`src/rtl/uart_rcv.sv`:
```
// Oversampling 8N1 UART receiver with four-phase Req/Ack byte handoff.
// Optional even parity bit (8E1) when UART_RCV_PARITY_EN is defined.
module uart_rcv #(
   parameter int OVERSAMPLE = 8
) (
   input  logic       clk,
   input  logic       clr,
   input  logic       RxIn,
   input  logic       Ack,
   output logic [7:0] char,
   output logic       Req,
   output logic       frame_err,
   output logic       overrun,
   output logic       parity_err
);

   localparam int CW = (OVERSAMPLE > 2) ? $clog2(OVERSAMPLE) : 1;
   localparam logic [CW-1:0] LAST = CW'(OVERSAMPLE - 1);
   localparam logic [CW-1:0] HALF = CW'(OVERSAMPLE / 2 - 1);

   typedef enum logic [2:0] {
      RX_IDLE,
      RX_START,
      RX_DATA,
`ifdef UART_RCV_PARITY_EN
      RX_PAR,
`endif
      RX_STOP,
      RX_BREAK
   } rx_t;

   typedef enum logic [1:0] {
      HS_IDLE,
      HS_REQ,
      HS_WAIT
   } hs_t;

   rx_t          rx;
   hs_t          hs;
   logic         s1, rxs;
   logic [CW-1:0] cnt;
   logic [2:0]   bitcnt;
   logic [7:0]   shreg;
   logic         tick;
   logic         bad_par;
   logic         done;

   always_ff @(posedge clk or posedge clr) begin
      if (clr) begin
         s1  <= 1'b1;
         rxs <= 1'b1;
      end else begin
         s1  <= RxIn;
         rxs <= s1;
      end
   end

   assign tick = (cnt == LAST);

`ifdef UART_RCV_PARITY_EN
   logic par;
   logic pe_q;

   assign bad_par    = (par != ^shreg);
   assign parity_err = pe_q;

   always_ff @(posedge clk or posedge clr) begin
      if (clr) begin
         par  <= 1'b0;
         pe_q <= 1'b0;
      end else begin
         pe_q <= 1'b0;
         if (rx == RX_PAR && tick)
            par <= rxs;
         if (rx == RX_STOP && tick && rxs && bad_par)
            pe_q <= 1'b1;
      end
   end
`else
   assign bad_par    = 1'b0;
   assign parity_err = 1'b0;
`endif

   // good stop bit (and parity) completes the byte this cycle
   assign done = (rx == RX_STOP) && tick && rxs && !bad_par;

   always_ff @(posedge clk or posedge clr) begin
      if (clr) begin
         rx        <= RX_IDLE;
         cnt       <= '0;
         bitcnt    <= '0;
         shreg     <= '0;
         frame_err <= 1'b0;
      end else begin
         frame_err <= 1'b0;
         unique case (rx)
            RX_IDLE: begin
               cnt <= '0;
               if (!rxs) begin
                  rx     <= RX_START;
                  bitcnt <= '0;
               end
            end
            RX_START: begin
               if (cnt == HALF) begin
                  cnt <= '0;
                  rx  <= rxs ? RX_IDLE : RX_DATA;
               end else begin
                  cnt <= cnt + 1'b1;
               end
            end
            RX_DATA: begin
               if (tick) begin
                  cnt    <= '0;
                  shreg  <= {rxs, shreg[7:1]};
                  bitcnt <= bitcnt + 3'd1;
                  if (bitcnt == 3'd7)
`ifdef UART_RCV_PARITY_EN
                     rx <= RX_PAR;
`else
                     rx <= RX_STOP;
`endif
               end else begin
                  cnt <= cnt + 1'b1;
               end
            end
`ifdef UART_RCV_PARITY_EN
            RX_PAR: begin
               if (tick) begin
                  cnt <= '0;
                  rx  <= RX_STOP;
               end else begin
                  cnt <= cnt + 1'b1;
               end
            end
`endif
            RX_STOP: begin
               if (tick) begin
                  cnt <= '0;
                  if (!rxs) begin
                     frame_err <= 1'b1;
                     rx        <= RX_BREAK;
                  end else begin
                     rx <= RX_IDLE;
                  end
               end else begin
                  cnt <= cnt + 1'b1;
               end
            end
            RX_BREAK: begin
               cnt <= '0;
               if (rxs)
                  rx <= RX_IDLE;
            end
            default: rx <= RX_IDLE;
         endcase
      end
   end

   // acceptance only from a handshake that is already idle
   always_ff @(posedge clk or posedge clr) begin
      if (clr) begin
         hs      <= HS_IDLE;
         char    <= 8'h00;
         Req     <= 1'b0;
         overrun <= 1'b0;
      end else begin
         overrun <= done && (hs != HS_IDLE);
         unique case (hs)
            HS_IDLE: begin
               if (done) begin
                  char <= shreg;
                  Req  <= 1'b1;
                  hs   <= HS_REQ;
               end
            end
            HS_REQ: begin
               if (Ack) begin
                  Req <= 1'b0;
                  hs  <= HS_WAIT;
               end
            end
            HS_WAIT: begin
               if (!Ack)
                  hs <= HS_IDLE;
            end
            default: hs <= HS_IDLE;
         endcase
      end
   end

endmodule

```
`config.mk`:
```
export PLATFORM = sky130hd
export DESIGN_NAME = uart_rcv
export DESIGN_NICKNAME = d
export VERILOG_FILES = /design/src/rtl/uart_rcv.sv
export SDC_FILE = /design/constraint.sdc
export NUM_CORES = 1
export LEC_CHECK = 0
export BUFFER_PORTS_ARGS = -buffer_cell sky130_fd_sc_hd__clkbuf_2
export CORE_MARGIN = 2
export CORE_UTILIZATION = 59
export CTS_BUF_LIST = sky130_fd_sc_hd__clkbuf_2 sky130_fd_sc_hd__clkbuf_4 sky130_fd_sc_hd__clkbuf_8
export CTS_CLUSTER_DIAMETER = 50
export DETAILED_ROUTE_END_ITERATION = 16
export GPL_TIMING_DRIVEN = 0
export PLACE_DENSITY = 0.9
export SYNTH_ARGS = -nofsm -noshare
export SYNTH_HDL_FRONTEND = slang
export SYNTH_SLANG_ARGS = --single-unit
```
`constraint.sdc`:
```
create_clock -name clk -period 2 [get_ports clk]
set_clock_uncertainty 0.2 [all_clocks]
set_input_delay 0.2 -clock clk [delete_from_list [all_inputs] [get_ports clk]]
set_output_delay 0.2 -clock clk [all_outputs]
set_load 0.1 [all_outputs]
```
Word-level counts from Yosys, hierarchy flattened

Index checks and enable logic that the tools add are counted.

Output and inout port bits: 12
Bits in read-only memories: 0
Bits of input ports: 4
Memories kept: 0
RAM bits: 0
Latch bits: 0
Flip-flop bits (word level): 32

Add/subtract/negate cells: 2
Reduce and logical (&&, ||, !) cells: 17
Muxes and demuxes: 25
Equality and inequality tests: 18
$lt $le $gt $ge: 0
Multiply operators: 0
Divide/modulo/power cells: 0
Shift-type cells: 0
Bitwise operators: 0

Operator list:

| cell                                           | count |
|---|---|
| 2-to-1 mux 3 bit                               | 11 |
| != test 2 bit (second input constant)          | 9 |
| case mux 3 bit (5 select lines)                | 1 |
| == test 3 x 2 -> 1 bit (second input constant) | 3 |
| == test 3 bit (second input constant)          | 3 |
| case mux 3 bit (3 select lines)                | 1 |
| AND reduction 3 bit                            | 3 |
| 2-to-1 mux 2 bit                               | 4 |
| adder 3 x 1 -> 3 bit (second input constant)   | 2 |
| case mux 2 bit (3 select lines)                | 1 |
| case mux 3 bit (2 select lines)                | 1 |
| AND reduction 6 bit                            | 1 |
| nonzero test 2 bit                             | 3 |
| 2-to-1 mux 1 bit                               | 5 |
| AND reduction 2 bit                            | 2 |
| OR reduction 2 bit                             | 2 |
| == test 3 x 1 -> 1 bit (second input constant) | 1 |
| logical AND 1 bit                              | 3 |
| zero test 3 bit                                | 1 |
| nonzero test 3 bit                             | 1 |
| == test 2 x 1 -> 1 bit (second input constant) | 1 |
| == test 2 bit (second input constant)          | 1 |
| zero test 2 bit                                | 1 |
| case mux 1 bit (2 select lines)                | 1 |

Logic depth before layout (Yosys ltp)

Word-level depth: 5
Gate-level depth with buffers: 5
Depth with buffers taken out: 5

Worst setup path after synthesis

No wires, ideal clock.

Path kind: reg2reg
Start: register cnt[0]
End: register char[0]
Stages on the path, launching flop included: 6
Setup slack: 0.168 ns
Required time: 1.674 ns
Path buffers: 0
Arrival: 1.506 ns
Path through: dfrtp_1 -> ha_1 -> ha_1 -> and4b_1 -> nand3_2 -> mux2_2

Cells in the longest elaborated chain, start to end: 4

Ends and longest elaborated chain:

| item                                 | line | source |
|---|---|---|
| from (decl)                          | 41   | `logic [CW-1:0] cnt;` |
| from (signal assigned)               | 109  | `cnt <= cnt + 1'b1;` |
| from (signal assigned)               | 124  | `cnt <= cnt + 1'b1;` |
| from (signal assigned)               | 147  | `cnt <= cnt + 1'b1;` |
| == test 3 bit                        | 58   | `assign tick = (cnt == LAST);` |
| logical AND 1 bit (2 in a row)       | 85   | `assign done = (rx == RX_STOP) && tick && rxs && !bad_par;` |
| AND reduction 2 bit (no source line) | -    |  |
| to (signal assigned)                 | 172  | `char <= shreg;` |
| to (decl)                            | 10   | `output logic [7:0] char,` |

No other way between the ends.
A chain may end at the register's enable or synchronous reset.

Final worst setup path

Start: register cnt[0]
End: register char[4]

Same word-level chain as after synthesis.

==> flow_metrics.tcl <==
set metrics [dict create \
    p_leak_nw 0.849 \
    fin_area_um2 1690 \
    gp_congestion 0.819 \
    synth_nets 122 \
    cts.sinks 32 \
    routedWlPerCell_um 16.3 \
    cp-end-kind "flip-flop" \
    crit_cells 5 \
    cts_buffer_depth 2 \
    period_minus_slack_ps 1930 \
    synth-seq-cells 32 \
    via_count 936 \
    grt_pass1_wl_mm 4.22 \
    synth_cell_types 34 \
    drtAntennaViolNets 0 \
    initial_utilization_pct 63.5 \
    crit_required_ps 2030 \
    syn_to_final_growth_pct 18.3 \
    yosysTopAreaCellShare_pct 52.4 \
    holdPathStages 0 \
    crit_fanout 5 \
    clk_latency_ps 340 \
    die_x_um 53.3 \
    rsz0062_at_grt "false" \
    r2r_end "char[4]" \
    fp.dieH_um 53.3 \
    row_count 17 \
    synth_area_per_cell_um2 12.9 \
    drcViolationCount 0 \
    post_dp_cell_area_um2 1540 \
    cts_root_buf "clkbuf_4" \
    slew_viol_final 0 \
    hpwl_mm 1.82 \
    critical_path.startpoint_type "flip-flop" \
    setup_viol 0 \
    first_iter_violations 12 \
    hp-class "flip-flop to flip-flop" \
    sequentialPowerShare_pct 42.6 \
    p_int_mw 1.26 \
    p_per_area_nw_per_um2 1170 \
    max_stage_delay_ps 440 \
    antenna_cells 0 \
    slew_headroom_pct 23.1 \
    min_to "rxs" \
    grt_pass1_vias 965 \
    crit_family "flip-flops" \
    fp.coreArea_um2 2250 \
    dieArea_um2 2840 \
    h-tree-depth 2 \
    critPathBufInv 0 \
    yosys-top-cells-area "dfrtp_1, mux2_2, ha_1, dfstp_2, inv_1" \
    p_sw_mw 0.721 \
    grt_antenna_before_repair 0 \
    critPathKind "flip-flop to flip-flop" \
    reg2reg_setup_slack_ps 70 \
    yosysTopAreaCell "dfrtp_1" \
    peakVddDrop_v 0.000929 \
    yosys_warnings 0 \
    yosysSeqAreaShare_pct 56.1 \
    drive_above_1_share_pct 37.0 \
    clkPwrFrac_pct 25.1 \
    io_buffers 14 \
    hold_viol 0 \
    ios 16 \
    cap_violations 0 \
    swShare_pct 36.4 \
    status "finished clean" \
    worstMarginPinSlew_ps 1150 \
    nets 148 \
    fin_util_pct 75.1 \
    syn_inst 111 \
    synthesis.area_um2 1430 \
    cts_tree "built" \
    min-delay-start "s1" \
    max_freq_ghz 0.518 \
    via_per_inst 5.64 \
    grt_max_degree 33 \
    wl_mm 2.71 \
    post-route-period-util_pct 96.4 \
    critPathArrivalTime_ps 1960 \
    grtUsageTotal_pct 22.2 \
    crit_path_top_delay_cell "dfrtp_1" \
    path_clk_slew_ps 100 \
    fill_cells 158 \
    worstReg2RegStart "cnt[0]" \
    cp_cell_sequence "ha_4, ha_1, and4b_2, nand3_4, mux2_2" \
    gr-total-overflow 0 \
    drtPass1Iterations 4 \
    cts_buffers 5 \
    reg2reg_depth 5 \
    p_comb_share_pct 32.3 \
]
[per-layer routing]
metal	wire (µm)	global-route usage, %	vias up
met3	87	5.93	5
met2	1410	38.7	18
met1	1160	24.3	471
met5	0	0	-
met4	47	11.5	0
li1	-	-	442
[per-stage QoR]
step / total power [mW] / setup WS, ps / instances / hold slack, ps / setup TNS (ps)
3_3_place_gp: 1.40 / 15.7 / 153 / 89.3 / 0
5_1_grt: 2.08 / 19.3 / 166 / 172 / 0
4_1_cts: 1.95 / 4.46 / 165 / 165 / 0
3_5_place_dp: 1.45 / -60.7 / 153 / 97.5 / -745
6_report: 1.98 / 71.3 / 166 / 158 / 0
2_1_floorplan: 1.32 / 168 / 111 / 4.48 / 0
[Yosys cell counts]
library cell,number
o21ai_0,2
conb_1,1
o211ai_1,2
a21o_1,2
a21oi_1,3
mux2_2,16
mux4_2,1
a31oi_1,1
o32ai_1,1
and4_1,2
nor4b_4,1
nor3b_1,2
dfstp_2,2
nor2_1,6
and4b_1,1
ha_1,7
dfrtp_1,30
buf_4,1
clkbuf_1,1
nor4b_1,1
inv_2,1
mux2i_1,1
inv_1,8
buf_6,1
nand2_1,6
o31ai_1,2
nand3_2,1
nor3_1,1
o2bb2ai_1,1
nand2b_1,2
buf_2,1
a221oi_1,1
and2_1,1
and3_1,1
[area by class of cell]
class	instances	area [µm²]	share of cell area, %
clock inverters	2	35.0	2.07
well taps	28	35.0	2.07
repair buffers	18	108	6.36
inverters	9	33.8	2.00
clock buffers	6	45.0	2.66
flip-flops and latches	32	803	47.5
multi-input cells	67	606	35.8
plain buffers	4	27.5	1.63
[worst max path at each step]
stage,start,endpoint
5_1_grt,cnt[0],char[4]
4_1_cts,cnt[0],char[4]
6_report,cnt[0],char[4]
3_3_place_gp,cnt[0],shreg[4]
2_1_floorplan,cnt[0],char[0]
3_5_place_dp,cnt[0],shreg[7]
[cell usage in the layout (no fill, tap or decap), types with 3 or more instances in the layout]
| cell | instances |
|---|---|
| dfrtp_1 | 30 |
| mux2_2 | 16 |
| clkbuf_2 | 14 |
| inv_1 | 8 |
| nor2_1 | 6 |
| nand2_1 | 6 |
| ha_1 | 6 |
| clkbuf_4 | 6 |
| a21oi_1 | 3 |
| dlygate4sd3_1 | 3 |
[worst register-to-register path, stage by stage, from the launching register on]
cell     delay (ps)
dfrtp_1         440
ha_4            200
ha_1            210
and4b_2         270
nand3_4         140
mux2_2          360
[repair_timing]
item	4_1_cts	5_1_grt
hold buffers	3	0
buffers inserted	1	0
hold endpoints to repair	34	0
setup endpoints to repair	16	14
cloned	0	1
pin swaps	1	1
resized for setup	1	4
[power groups by stage]
stage	Clock, mW	Combinational, mW	Sequential [mW]
floorplan	0	0.372	0.950
global placement	0	0.566	0.835
detailed placement	0	0.607	0.847
CTS	0.503	0.618	0.834
global route	0.536	0.691	0.857
finish	0.499	0.640	0.845
[registers in the layout, indices dropped and copies added, names as in the netlist]
| signal | flops |
|---|---|
| shreg | 8 |
| s1 | 1 |
| char | 8 |
| cnt | 3 |
| rxs | 1 |
| rx | 3 |
| overrun | 1 |
| bitcnt | 3 |
| Req | 1 |
| hs | 2 |
| frame_err | 1 |
[cell families (layout without fill, tap and decap cells)]
family          count (synthesis)  count (layout)  synth area share (%)
fa+ha+maj                       7               7                  6.12
other cells                     1               1                 0.262
flops                          32              32                  56.1
buf+inv                        13              39                  4.28
compound gates                 15              15                  7.17
mux                            18              18                  14.9
simple gates                   25              26                  11.2
(Power assumes the default switching activity.)
